## config.mk

```make
export PLATFORM = sky130hd
export DESIGN_NAME = misaligned_access_unit
export DESIGN_NICKNAME = d
export VERILOG_FILES = /design/src/rtl/lsu_pkg.sv /design/src/rtl/load_extend.sv /design/src/rtl/misaligned_access_unit.sv
export SDC_FILE = /design/constraint.sdc
export NUM_CORES = 1
export LEC_CHECK = 0
export ABC_AREA = 1
export CORE_MARGIN = 1
export CORE_UTILIZATION = 43
export DETAILED_ROUTE_END_ITERATION = 8
export GPL_TIMING_DRIVEN = 0
export PLACE_DENSITY = 0.84
export SLEW_MARGIN = 25
export SYNTH_ARGS = -nofsm -noshare
export SYNTH_HDL_FRONTEND = slang
export SYNTH_SLANG_ARGS = --single-unit
```

## constraint.sdc

```tcl
create_clock -name clk -period 3.98 [get_ports clk]
set_input_delay 0.796 -clock clk [delete_from_list [all_inputs] [get_ports clk]]
set_output_delay 0.796 -clock clk [all_outputs]
set_load 0.01 [all_outputs]
```

## src/rtl/lsu_pkg.sv

```systemverilog
// Shared load/store-unit definitions: DMCtrl access-type codes, splitter state, byte-count helper.
package lsu_pkg;

   localparam logic [2:0] DM_B  = 3'b000;
   localparam logic [2:0] DM_H  = 3'b001;
   localparam logic [2:0] DM_W  = 3'b010;
   localparam logic [2:0] DM_BU = 3'b100;
   localparam logic [2:0] DM_HU = 3'b101;

   typedef enum logic {IDLE = 1'b0, SPLIT = 1'b1} mau_state_t;

   function automatic logic [2:0] bytes_for(input logic [2:0] ctrl);
      case (ctrl)
         DM_H, DM_HU: bytes_for = 3'd2;
         DM_W:        bytes_for = 3'd4;
         default:     bytes_for = 3'd1;
      endcase
   endfunction

endpackage

```

## src/rtl/load_extend.sv

```systemverilog
// Sign/zero extension of assembled load bytes according to DMCtrl.
// Purely combinational; no state, no backpressure.
module load_extend
   import lsu_pkg::*;
(
   input  logic [31:0] i_raw,
   input  logic [2:0]  i_ctrl,
   output logic [31:0] o_data
);

   always_comb begin
      case (i_ctrl)
         DM_B:    o_data = {{24{i_raw[7]}}, i_raw[7:0]};
         DM_BU:   o_data = {24'h0, i_raw[7:0]};
         DM_H:    o_data = {{16{i_raw[15]}}, i_raw[15:0]};
         DM_HU:   o_data = {16'h0, i_raw[15:0]};
         default: o_data = i_raw;
      endcase
   end

endmodule

```

## src/rtl/misaligned_access_unit.sv

```systemverilog
// Splits misaligned H/W loads/stores into byte accesses; aligned traffic passes through in zero cycles.
// Misaligned access takes N cycles with Stall high for the first N-1; core must hold its request while stalled.
module misaligned_access_unit
   import lsu_pkg::*;
#(
   parameter bit SPLIT_EN = 1'b1
)
(
   input  logic        clk,
   input  logic        rst,
   input  logic [31:0] Address,
   input  logic [31:0] DataWr,
   input  logic        DMWr,
   input  logic        DMRd,
   input  logic [2:0]  DMCtrl,
   output logic [31:0] MemAddress,
   output logic [31:0] MemDataWr,
   output logic        MemDMWr,
   output logic [2:0]  MemDMCtrl,
   input  logic [31:0] MemDataRd,
   output logic [31:0] DataRd,
   output logic        Stall,
   output logic        Misaligned
);

   mau_state_t  r_state, w_state_nxt;
   logic [1:0]  r_k;
   logic [31:0] r_base;
   logic [31:0] r_data;
   logic [2:0]  r_ctrl;
   logic        r_store;
   logic [23:0] r_buf;

   logic        w_load, w_req, w_mis, w_start, w_last;
   logic [2:0]  w_n;
   logic [7:0]  w_wbyte;
   logic [31:0] w_raw, w_ext;

   assign w_load  = ~DMWr & DMRd;
   assign w_req   = DMWr | DMRd;
   assign w_mis   = w_req & (((DMCtrl == DM_H || DMCtrl == DM_HU) && Address[0]) ||
                             (DMCtrl == DM_W && Address[1:0] != 2'b00));
   assign w_start = SPLIT_EN && (r_state == IDLE) && w_mis;
   assign w_n     = bytes_for(r_ctrl);
   assign w_last  = ({1'b0, r_k} == (w_n - 3'd1));

   always_comb begin
      case (r_k)
         2'd0:    w_wbyte = r_data[7:0];
         2'd1:    w_wbyte = r_data[15:8];
         2'd2:    w_wbyte = r_data[23:16];
         default: w_wbyte = r_data[31:24];
      endcase
   end

   // The final byte comes straight from memory this cycle; earlier bytes come from the buffer.
   assign w_raw = (w_n == 3'd2) ? {16'h0, MemDataRd[7:0], r_buf[7:0]}
                                : {MemDataRd[7:0], r_buf};

   load_extend u_load_extend (
      .i_raw  (w_raw),
      .i_ctrl (r_ctrl),
      .o_data (w_ext)
   );

   always_ff @(posedge clk or posedge rst) begin
      if (rst) r_state <= IDLE;
      else     r_state <= w_state_nxt;
   end

   always_comb begin
      w_state_nxt = r_state;
      case (r_state)
         IDLE:    if (w_start) w_state_nxt = SPLIT;
         SPLIT:   if (w_last)  w_state_nxt = IDLE;
         default: w_state_nxt = IDLE;
      endcase
   end

   always_ff @(posedge clk or posedge rst) begin
      if (rst) begin
         r_k     <= 2'd0;
         r_base  <= 32'h0;
         r_data  <= 32'h0;
         r_ctrl  <= 3'b000;
         r_store <= 1'b0;
         r_buf   <= 24'h0;
      end else if (w_start) begin
         r_k     <= 2'd1;
         r_base  <= Address;
         r_data  <= DataWr;
         r_ctrl  <= DMCtrl;
         r_store <= DMWr;
         if (w_load) r_buf[7:0] <= MemDataRd[7:0];
      end else if (r_state == SPLIT) begin
         if (w_last) begin
            r_k <= 2'd0;
         end else begin
            r_k <= r_k + 2'd1;
            if (!r_store) begin
               case (r_k)
                  2'd1:    r_buf[15:8]  <= MemDataRd[7:0];
                  2'd2:    r_buf[23:16] <= MemDataRd[7:0];
                  default: ;
               endcase
            end
         end
      end
   end

   always_comb begin
      MemAddress = Address;
      MemDataWr  = DataWr;
      MemDMWr    = DMWr;
      MemDMCtrl  = DMCtrl;
      DataRd     = MemDataRd;
      Stall      = 1'b0;
      Misaligned = w_mis;
      if (rst) begin
         MemDMWr    = 1'b0;
         DataRd     = 32'h0;
         Misaligned = 1'b0;
      end else if (r_state == SPLIT) begin
         MemAddress = r_base + {30'h0, r_k};
         MemDataWr  = {r_data[31:8], w_wbyte};
         MemDMWr    = r_store;
         MemDMCtrl  = r_store ? DM_B : DM_BU;
         Misaligned = 1'b1;
         Stall      = ~w_last;
         DataRd     = (w_last && !r_store) ? w_ext : 32'h0;
      end else if (w_start) begin
         MemDMCtrl  = DMWr ? DM_B : DM_BU;
         DataRd     = 32'h0;
         Stall      = 1'b1;
         Misaligned = 1'b1;
      end
   end

endmodule

```

=== After elaboration in Yosys (flattened, before gate mapping) ===
Cells that the tools add are included.
Widths: inputs -> output; s select.

* Register bits: 95
* Bits of input ports: 103
* Output and inout port bits: 102
* Word-level logic and storage cells: 76

* $add $sub $neg: 3
* Eq/ne operators: 11
* Mux-type cells: 30
* Bitwise logic cells: 8
* Reductions and logical operators: 15

{| class="wikitable"
|+ Operators with widths
! kind !! count
|-
| $mux 32 || 9
|-
| $pmux 32 s4 || 1
|-
| $add 32x2->32 || 1
|-
| $pmux 8 s3 || 1
|-
| $mux 3 || 5
|-
| $reduce_and 5->1 || 2
|-
| $eq 3x2->1 const B || 3
|-
| $eq 3x3->1 const B || 3
|-
| $mux 1 || 9
|-
| $eq 3x1->1 const B || 2
|-
| $mux 2 || 3
|-
| $pmux 3 s2 || 1
|-
| $not 1->1 || 5
|-
| $logic_and 1x1->1 || 4
|-
| $reduce_bool 2->1 || 2
|-
| $eq 2x3->1 || 1
|-
| $logic_not 3->1 || 1
|-
| $sub 3x1->3 const B || 1
|-
| $add 2x1->2 const B || 1
|-
| $and 1x1->1 || 2
|-
| $eq 2x1->1 const B || 1
|-
| $eq 2x2->1 const B || 1
|-
| $logic_not 2->1 || 1
|-
| $logic_or 1x1->1 || 2
|-
| 5 further kinds || 5
|}

=== Depth between registers and ports, before layout ===
Gate-level depths: netlist of run 1.

* Depth after elaboration: 9
* Mapped depth: 11
* Depth with buffers taken out: 11

=== Cells and area by module ===
A second synthesis of run 1 with hierarchy kept.

* Cell total of the unflattened synthesis: 1070
* Area total of the unflattened synthesis: 6834.1 um^2

{| class="wikitable"
|+ By module, submodules not included
! module !! instances !! cells an instance !! area an instance (um^2) !! seq. area each (um^2)
|-
| misaligned_access_unit || 1 || 1000 || 6463.7 || 2377.3
|-
| load_extend || 1 || 70 || 370.4 || 0.0
|}

=== Worst setup path after synthesis of run 1 ===
OpenSTA, ideal clock, no wires.

* Kind: in2out
* Start point: input port rst
* End point: output port MemDMCtrl[2]
* Arrival time: 3.606 ns
* Required time: 3.184 ns
* Slack: -0.422 ns
* Stages: 4
* Buffers on the path: 1
* Cell sequence: buf_2 inv_1 nand2_1 o21ai_0

* Longest elaborated chain between the ends: 1

{| class="wikitable"
|+ Ends and longest elaborated chain
! element !! RTL line !! text
|-
| from (decl) || misaligned_access_unit.sv:10 || <nowiki>input logic rst,</nowiki>
|-
| $mux 3 || misaligned_access_unit.sv:119 || <nowiki>if (rst) begin</nowiki>
|-
| to (decl) || misaligned_access_unit.sv:19 || <nowiki>output logic [2:0] MemDMCtrl,</nowiki>
|}

No other way between the ends.

=== Final worst setup path of run 1 ===
* Start point: register r_k[0]
* End point: output port MemAddress[12]

* Longest elaborated chain between the ends: 3

{| class="wikitable"
|+ Ends and longest elaborated chain
! element !! RTL line !! text
|-
| from (decl) || misaligned_access_unit.sv:27 || <nowiki>logic [1:0] r_k;</nowiki>
|-
| from (signal assigned) || misaligned_access_unit.sv:99 || <nowiki>r_k <= r_k + 2'd1;</nowiki>
|-
| $add 32x2->32 || misaligned_access_unit.sv:124 || <nowiki>MemAddress = r_base + {30'h0, r_k};</nowiki>
|-
| $mux 32 || misaligned_access_unit.sv:123 || <nowiki>end else if (r_state == SPLIT) begin</nowiki>
|-
| $mux 32 || misaligned_access_unit.sv:119 ||
|-
| to (decl) || misaligned_access_unit.sv:16 || <nowiki>output logic [31:0] MemAddress,</nowiki>
|}

No other way between the ends.

==> results.yml, run 1 <==
sta:
  finalSetupViolations: 0
  clock_skew_ns: 0.00596
  slew_viol_final: 0
  max_slew_margin_pct: 59.6
  period_needed_ns: 3.81
  tightest_slew_ns: 0.606
  fmax_mhz: 262
  rsz0062_at_grt: "no"
  post-route-period-util_pct: 95.8
  hold_viol: 0
power:
  p_leak_uw: 0.00411
  peakVddDrop_uv: 289
  power_density_nw_per_um2: 606
  finalPower_uw: 5630
critical_path:
  crit_slowest_cell: "clkdlybuf4s50_1"
  required_ns: 3.18
  cp_cell_sequence: "ha_1, inv_1, fa_1, nor2_2, inv_1, nor2_4, xor2_1, o21ai_0, inv_1, clkdlybuf4s50_1"
  r2r_start: "r_k[0]$_DFFE_PP0P_"
  cpPeakStageDelay_ns: 0.54
  worst-r2r-cell-count: 7
  cp.arrival_ns: 3.02
  rr_endpoint: "r_buf[22]$_DFFE_PP0P_"
  critPathLaunchType: "register"
  crit_buf_inv: 4
  crit_family: "buffers and inverters"
  r2r_slack_ns: 2.15
  worstPathMaxFanout: 7
  crit_top_cell: "inv_1"
  critical_path_class: "register to output pin"
  endpoint_kind: "output pin"
routing:
  firstDrtPassIters: 6
  top_layer: "met4"
  met1_length_um: 10100
  wl_met2_um: 10700
  wirelength_um: 23200
  final_antenna_net_count: 0
  met3WireLength_um: 1710
  drt_iter0_markers: 584
  detail_route.wl_per_cell_um: 16.5
  num_vias: 7550
  viasPerCell: 5.36
  drc_errors: 0
floorplan:
  start_util_pct: 44.8
  die_area_um2: 15900
  io_pins: 205
  fp.dieH_um: 126
  fp-row-count: 44
  die_x_um: 126
  core-area_um2: 14800
cells_and_area:
  areaGrowthSynthToFinish_pct: 40.4
  drive_gt1_share_pct: 7.60
  fin_nets: 1329
  antennaDiodeCount: 0
  fillers: 1364
  most-common-layout-cells: "338 x nand2_1, 202 x clkdlybuf4s50_1, 116 x o21ai_0"
  final_common_cell: "nand2_1"
  fin_area_um2: 9290
min_path:
  worstHoldPathCells: 2
  hp-class: "register to register"
  min_to: "r_buf[21]$_DFFE_PP0P_"
  min-delay-start: "r_buf[21]$_DFFE_PP0P_"
logic_synthesis:
  yosysTopAreaCell: "dfrtp_1"
  syn-instance-count: 1002
  synth_edf_count: 0
  syn_avg_cell_area_um2: 6.60
  synth_area_leaders: "dfrtp_1 36%, nand2_1 19%, o21ai_0 8.8%, nand3_1 6.5%, inv_1 5.1%"
  yosys_most_used_dff: "dfrtp_1"
  synth.top_cell.area_share_pct: 35.9
  ys_seq_area_share_pct: 35.9
  synth-seq-cells: 95
  ys_warn_count: 0
  async_flop_share_pct: 100
  synth_cell_types: 37
  netlist_area_um2: 6620
  synth_nets: 1112
clock_tree:
  htreeDepth: 3
  cts_buffer_depth: 2
  cts_tree: "yes"
  cts_hold_buf: 0
  clk_pin_slew_ns: 0.07
  numCtsBuffers: 9
  cts_num_sinks: 95
  clk_latency_ns: 0.35
  root_buffer: "clkbuf_16"
global_route:
  grt_usage_pct: 29.8
  grt_start_max_net_pins: 32
  grt_pass1_vias: 7275
  globalRouteOverflowTotal: 0
  antenna_found_initial: 0
  grt_pass1_wl_um: 37300
place:
  dpl_cell_area_um2: 8950
  post-dp-hpwl_um: 18100
  portBuffers: 203
  gp_congestion: 0.938
flow_run:
  maxCapViolCount: 0
run_status:
  outcome: "finished clean"
worst max path at each step:
stage,cells past startpoint,startpoint,to,slack (ns)
floorplan,5,rst,MemDMCtrl[0],0.14
global placement,6,rst,MemDMCtrl[1],-1.03
detailed placement,8,Address[0],DataRd[23],0.01
CTS,8,Address[0],DataRd[23],0.004
global route,9,r_k[1]$_DFFE_PP0P_,MemDataWr[5],0.03
finish,10,r_k[0]$_DFFE_PP0P_,MemAddress[12],0.17
metrics by stage:
| step | utilization [%] | hold slack (ns) | instances | worst slack, ns | setup TNS (ns) |
|---|---|---|---|---|---|
| after global placement | 60.2 | 0.448 | 1389 | -1.03 | -3.91 |
| after CTS | 62.8 | 0.470 | 1408 | 0.00407 | 0 |
| after floorplan | - | 0.434 | 1002 | 0.138 | 0 |
| after global routing | 62.9 | 0.487 | 1408 | 0.0318 | 0 |
| after detailed placement | 60.7 | 0.453 | 1392 | 0.0110 | 0 |
| final | 62.9 | 0.468 | 1408 | 0.167 | 0 |
layout make-up:
class                      instances  area (um2)  share of cell area, %
clock inverter                     5        63.8                  0.687
tap                              184         230                   2.48
multi-input combinational        754        3580                   38.6
inverter                          97         373                   4.01
buffer                            56         305                   3.29
sequential                        95        2380                   25.6
clock buffer                      11         253                   2.72
timing repair buffer             206        2100                   22.6
logic make-up after synthesis:
| logic type | count (synthesis) | share of synthesized area (%) |
|---|---|---|
| AO/OA/AOI/OAI | 179 | 13.9 |
| XOR/XNOR | 9 | 1.19 |
| adder cells (fa/ha/maj) | 7 | 1.44 |
| buffers and inverters | 153 | 10.1 |
| flip-flops | 95 | 35.9 |
| AND/OR/NAND/NOR | 559 | 37.5 |
repair_timing:
item	CTS	global route
buffers inserted	0	0
resized for setup	2	12
endpoints found under the setup margin	2	38
worst min-delay path: cells and delay by family (launching register included):
kind	cells	cell delay, ns
flops	1	0.34
simple gates	2	0.10
flip-flops by register name, summed over array words and instances, names as in the netlist:
signal,count
r_base,32
r_store,1
r_data,32
r_state,1
r_ctrl,3
r_buf,24
r_k,2
report_power, final:
group | internal [uW] | leakage (uW) | total [uW] | switching [uW]
logic | 1200 | 0.00280 | 2870 | 1660
registers | 1420 | 0.00115 | 1840 | 424
clock network | 529 | 0.000158 | 921 | 393
total | 3150 | 0.00411 | 5630 | 2480
cells in the mapped netlist, types with 4 or more instances:
library cell,number
a21oi_1,45
a31oi_1,11
buf_2,17
buf_4,5
buf_6,5
clkbuf_1,26
dfrtp_1,95
ha_1,6
inv_1,90
inv_2,5
nand2_1,338
nand3_1,86
nand3_4,5
nand4_1,35
nor2_1,65
o21ai_0,116
or2_2,16
xnor2_1,5
xor2_1,4
routing by layer:
metal / global-route usage, % / up-vias
met4: 11.8 / 0
met3: 4.72 / 51
met2: 48.7 / 362
met1: 39.6 / 3453
li1: - / 3684
met5: 0 / -
Note: power is estimated with default switching activity, not from simulation.
==> run 2: changes to the inputs <==
--- a/config.mk
+++ b/config.mk
@@ -11,6 +11,8 @@
 export DETAILED_ROUTE_END_ITERATION = 8
 export GPL_TIMING_DRIVEN = 0
 export PLACE_DENSITY = 0.84
+export REMOVE_ABC_BUFFERS = 1
+export SKIP_CTS_REPAIR_TIMING = 1
 export SLEW_MARGIN = 25
 export SYNTH_ARGS = -nofsm -noshare
 export SYNTH_HDL_FRONTEND = slang
==> run 2 against run 1 <==
Net effect: worst hold slack worse by 0.0013 ns; utilization fell by 2.1 points; sequential power about the same; die area unchanged.
==> results.yml, run 2 (synthesis gave the netlist of run 1 again) <==
critical_path:
  worstPathMaxFanout: 33
  crit_buf_inv: 2
  crit_family: "buffers and inverters"
  worst-r2r-cell-count: 5
  required_ns: 3.18
  crit_top_cell: "nand2_1"
  r2r_slack_ns: 1.59
  critPathLaunch: "Address[0]"
  cp.arrival_ns: 3.08
  endpoint: "MemDMCtrl[2]"
  endpoint_kind: "output pin"
  critPathLaunchType: "input pin"
  crit_cells: 8
  crit_slowest_cell: "clkdlybuf4s50_1"
  cpPeakStageDelay_ns: 0.56
  critical_path_class: "input pin to output pin"
  cp_cell_sequence: "clkdlybuf4s50_1, nand2_1, nand2_1, nand2_8, nand2_1, nand2_1, o21ai_0, clkdlybuf4s50_1"
  rr_endpoint: "r_ctrl[0]$_DFFE_PP0P_"
  r2r_start: "r_state$_DFF_PP0_"
floorplan:
  fp.dieH_um: 126
  core-area_um2: 14800
  die_x_um: 126
  io_pins: 205
  start_util_pct: 44.8
  fp-row-count: 44
  die_area_um2: 15900
routing:
  num_vias: 7253
  viasPerCell: 5.34
  final_antenna_net_count: 0
  firstDrtPassIters: 5
  detail_route.wl_per_cell_um: 15.3
  wirelength_um: 20800
  drt_iter0_markers: 661
  drc_errors: 0
min_path:
  hp-class: "register to register"
place:
  post-dp-hpwl_um: 14000
  portBuffers: 204
  dpl_cell_area_um2: 8630
  gp_congestion: 0.947
global_route:
  antenna_found_initial: 0
  grt_pass1_vias: 6556
  grt_usage_pct: 25.3
  grt_pass1_wl_um: 32600
  globalRouteOverflowTotal: 0
  grt_start_max_net_pins: 100
power:
  p_leak_uw: 0.00391
  peakVddDrop_uv: 368
  finalPower_uw: 5260
  power_density_nw_per_um2: 585
clock_tree:
  numCtsBuffers: 9
  root_buffer: "clkbuf_16"
  htreeDepth: 3
  clk_pin_slew_ns: 0.07
  cts_num_sinks: 95
  cts_tree: "yes"
  clk_latency_ns: 0.33
  cts_buffer_depth: 2
sta:
  post-route-period-util_pct: 97.3
  finalSetupViolations: 0
  clock_skew_ns: 0.00372
  period_needed_ns: 3.87
  slew_viol_final: 0
  max_slew_margin_pct: 37.7
  hold_viol: 0
  fmax_mhz: 258
  tightest_slew_ns: 0.934
cells_and_area:
  antennaDiodeCount: 0
  drive_gt1_share_pct: 5.54
  areaGrowthSynthToFinish_pct: 35.8
  final_common_cell: "nand2_1"
  most-common-layout-cells: "337 x nand2_1, 202 x clkdlybuf4s50_1, 116 x o21ai_0"
  final_util_pct: 60.9
  fin_area_um2: 8980
  largest_registers: "r_base: 32 flops, r_data: 32 flops, r_buf: 24 flops"
  fin_nets: 1278
run_status:
  outcome: "finished clean"
flow_run:
  maxCapViolCount: 0
==> run 2: cell types whose count changed in the layout (fill, tap and decap cells not counted), moves of 3 or more <==
cell,previous run,this run
buf_2,17,0
buf_4,5,2
buf_6,5,0
clkbuf_1,23,3
inv_2,5,2
nor2_2,2,5
==> run 2: per-layer routing <==
layer	vias up	part of all wire (%)	track usage, %
met1	3317	43	34.2
met3	29	8.4	4.08
met2	321	46	41.5
met5	-	0	0
li1	3586	-	-
met4	0	1.8	7.80
==> run 2: where the power goes <==
| part | internal, uW | switching [uW] | total, uW |
|---|---|---|---|
| logic | 1070 | 1580 | 2650 |
| clock network | 422 | 369 | 791 |
| registers | 1420 | 394 | 1810 |
| total | 2910 | 2350 | 5260 |
==> run 2: layout make-up <==
cell class / instances / area (um2)
Fill cell: 1329 / 5770
Multi-Input combinational cell: 758 / 3650
Sequential cell: 95 / 2380
Timing Repair Buffer: 207 / 2080
Inverter: 97 / 384
Clock buffer: 12 / 236
Tap cell: 184 / 230
Clock inverter: 4 / 22.5
==> run 2: how the worst min path moves through the flow <==
stage                                     start               endpoint  slack [ns]  depth (start not counted)
final                     r_buf[21]$_DFFE_PP0P_  r_buf[21]$_DFFE_PP0P_        0.47                          2
after global routing      r_buf[21]$_DFFE_PP0P_  r_buf[21]$_DFFE_PP0P_        0.48                          2
after CTS                 r_buf[21]$_DFFE_PP0P_  r_buf[21]$_DFFE_PP0P_        0.47                          2
after detailed placement  r_buf[21]$_DFFE_PP0P_  r_buf[21]$_DFFE_PP0P_        0.45                          2
after global placement    r_buf[21]$_DFFE_PP0P_  r_buf[21]$_DFFE_PP0P_        0.45                          2
after floorplan           r_buf[16]$_DFFE_PP0P_  r_buf[16]$_DFFE_PP0P_        0.43                          2
==> run 2: worst reg2reg max path, stage by stage, from the launching register on <==
cell,delay (ns)
dfrtp_1,0.45
inv_4,0.43
nand3_4,0.31
inv_4,0.68
nand2_1,0.25
o21a_1,0.15
==> run 2: stage by stage <==
step	instances	TNS, ns	hold WS (ns)	setup slack (ns)
2_1_floorplan	946	-0.635	0.434	-0.239
3_3_place_gp	1334	-310.94	0.446	-3.09
3_5_place_dp	1335	-34.92	0.452	-0.564
4_1_cts	1351	-23.23	0.467	-0.576
5_1_grt	1357	-0.00506	0.481	-0.00444
6_report	1357	0	0.467	0.108
==> run 3: changes to the inputs <==
--- a/config.mk
+++ b/config.mk
@@ -6,7 +6,7 @@
 export NUM_CORES = 1
 export LEC_CHECK = 0
 export ABC_AREA = 1
-export CORE_MARGIN = 1
+export CORE_MARGIN = 2
 export CORE_UTILIZATION = 43
 export DETAILED_ROUTE_END_ITERATION = 8
 export GPL_TIMING_DRIVEN = 0
==> run 3 against run 2 <==
Net effect: critical path depth shrank 1; utilization shrank 1.6 points; combinational power is essentially flat; largest cell class unchanged; routed wire length shrank 0.89%; first-iteration DRC count shrank 5.3%; global-route usage shrank 0.83 points; non-clock buffer count grew 1.
==> results.yml, run 3 (synthesis gave the netlist of run 1 again) <==
sta:
  clock_skew_ns: 0.00627
  slew_viol_final: 0
  rsz0062_at_grt: "yes"
  whs_ns: 0.471
  post-route-period-util_pct: 97.4
  finalSetupViolations: 0
  period_needed_ns: 3.88
  tightest_slew_ns: 0.888
  max_slew_margin_pct: 40.8
  fmax_mhz: 258
  hold_viol: 0
cells_and_area:
  areaGrowthSynthToFinish_pct: 35.8
  fin_nets: 1276
  largest_registers: "r_base: 32 flops, r_data: 32 flops, r_buf: 24 flops"
  drive_gt1_share_pct: 5.47
  antennaDiodeCount: 0
  fin_area_um2: 8980
  final_common_cell: "nand2_1"
  final_util_pct: 59.3
  most-common-layout-cells: "337 x nand2_1, 202 x clkdlybuf4s50_1, 115 x o21ai_0"
clock_tree:
  clk_latency_ns: 0.34
  cts_tree: "yes"
  root_buffer: "clkbuf_16"
  clk_pin_slew_ns: 0.06
  numCtsBuffers: 9
  cts_buffer_depth: 2
  htreeDepth: 3
  cts_num_sinks: 95
floorplan:
  io_pins: 205
  start_util_pct: 43.7
  die_area_um2: 16400
  fp.dieH_um: 128
  core-area_um2: 15100
  die_x_um: 128
  fp-row-count: 45
critical_path:
  worst-r2r-cell-count: 5
  cpPeakStageDelay_ns: 0.57
  crit_family: "buffers and inverters"
  required_ns: 3.18
  r2r_start: "r_state$_DFF_PP0_"
  endpoint_kind: "output pin"
  rr_endpoint: "r_ctrl[0]$_DFFE_PP0P_"
  crit_slowest_cell: "clkdlybuf4s50_1"
  critical_path_class: "input pin to output pin"
  crit_top_cell: "clkdlybuf4s50_1"
  crit_buf_inv: 3
  cp_cell_sequence: "clkdlybuf4s50_1, nor2_1, nor3_4, buf_4, nand3_4, a21oi_2, clkdlybuf4s50_1"
  critPathLaunchType: "input pin"
  worstPathMaxFanout: 24
  cp.arrival_ns: 3.08
  r2r_slack_ns: 1.20
routing:
  num_vias: 7265
  detail_route.wl_per_cell_um: 15.2
  drt_iter0_markers: 626
  firstDrtPassIters: 5
  final_antenna_net_count: 0
  viasPerCell: 5.35
  drc_errors: 0
  wirelength_um: 20600
flow_run:
  maxCapViolCount: 0
power:
  peakVddDrop_uv: 310
  power_density_nw_per_um2: 584
  p_leak_uw: 0.00392
min_path:
  worstHoldPathCells: 2
  hp-class: "register to register"
  min_to: "r_buf[17]$_DFFE_PP0P_"
  min-delay-start: "r_buf[17]$_DFFE_PP0P_"
place:
  portBuffers: 204
  dpl_cell_area_um2: 8630
  post-dp-hpwl_um: 14100
  gp_congestion: 0.924
global_route:
  grt_pass1_vias: 6639
  antenna_found_initial: 0
  grt_pass1_wl_um: 32300
  grt_start_max_net_pins: 100
  globalRouteOverflowTotal: 0
  grt_usage_pct: 24.5
run_status:
  outcome: "finished clean"
==> run 3: worst max-delay path by stage <==
stage | startpoint | end | slack [ns] | cells past startpoint
floorplan | rst | MemDMCtrl[2] | -0.24 | 3
global placement | rst | MemDMCtrl[2] | -3.18 | 5
detailed placement | DMWr | MemDMCtrl[2] | -0.62 | 8
CTS | DMWr | MemDMCtrl[2] | -0.64 | 8
global route | Address[0] | Stall | -0.005 | 7
finish | Address[0] | Stall | 0.10 | 7
==> run 3: metal layers <==
| metal | vias to the layer above | wire [um] | GRT usage [%] |
|---|---|---|---|
| met5 | - | 0 | 0 |
| met4 | 0 | 548 | 10.0 |
| met3 | 40 | 1580 | 4.55 |
| met2 | 267 | 9450 | 39.7 |
| met1 | 3375 | 9050 | 32.3 |
| li1 | 3583 | - | - |
==> run 3: worst register-to-register path, stage by stage (launching register included) <==
cell	delay (ns)
dfrtp_1	0.44
inv_2	0.60
nand3_4	0.47
inv_4	0.77
nand2_1	0.24
o21a_1	0.15
==> run 3: through the flow <==
stage,cells,total power (uW),setup WS [ns],setup TNS (ns)
4_1_cts,1355,5220,-0.637,-26.29
2_1_floorplan,946,3310,-0.239,-0.635
3_5_place_dp,1339,4430,-0.617,-37.97
5_1_grt,1359,5670,-0.00515,-0.00515
6_report,1359,5240,0.104,0
3_3_place_gp,1338,4350,-3.18,-328.87
==> run 3: area by class of cell <==
class	count	area, um2
inverter	97	382
fill	1383	6160
clock inverter	5	25.0
sequential	95	2380
tap	188	235
multi-input combinational	755	3630
clock buffer	11	233
timing repair buffer	208	2100
==> run 3: report_power, final <==
part           internal, uW  leakage (uW)  switching, uW  total, uW
Sequential             1420       0.00115            398       1820
Combinational          1080       0.00264           1570       2650
Clock                   419      0.000133            360        778
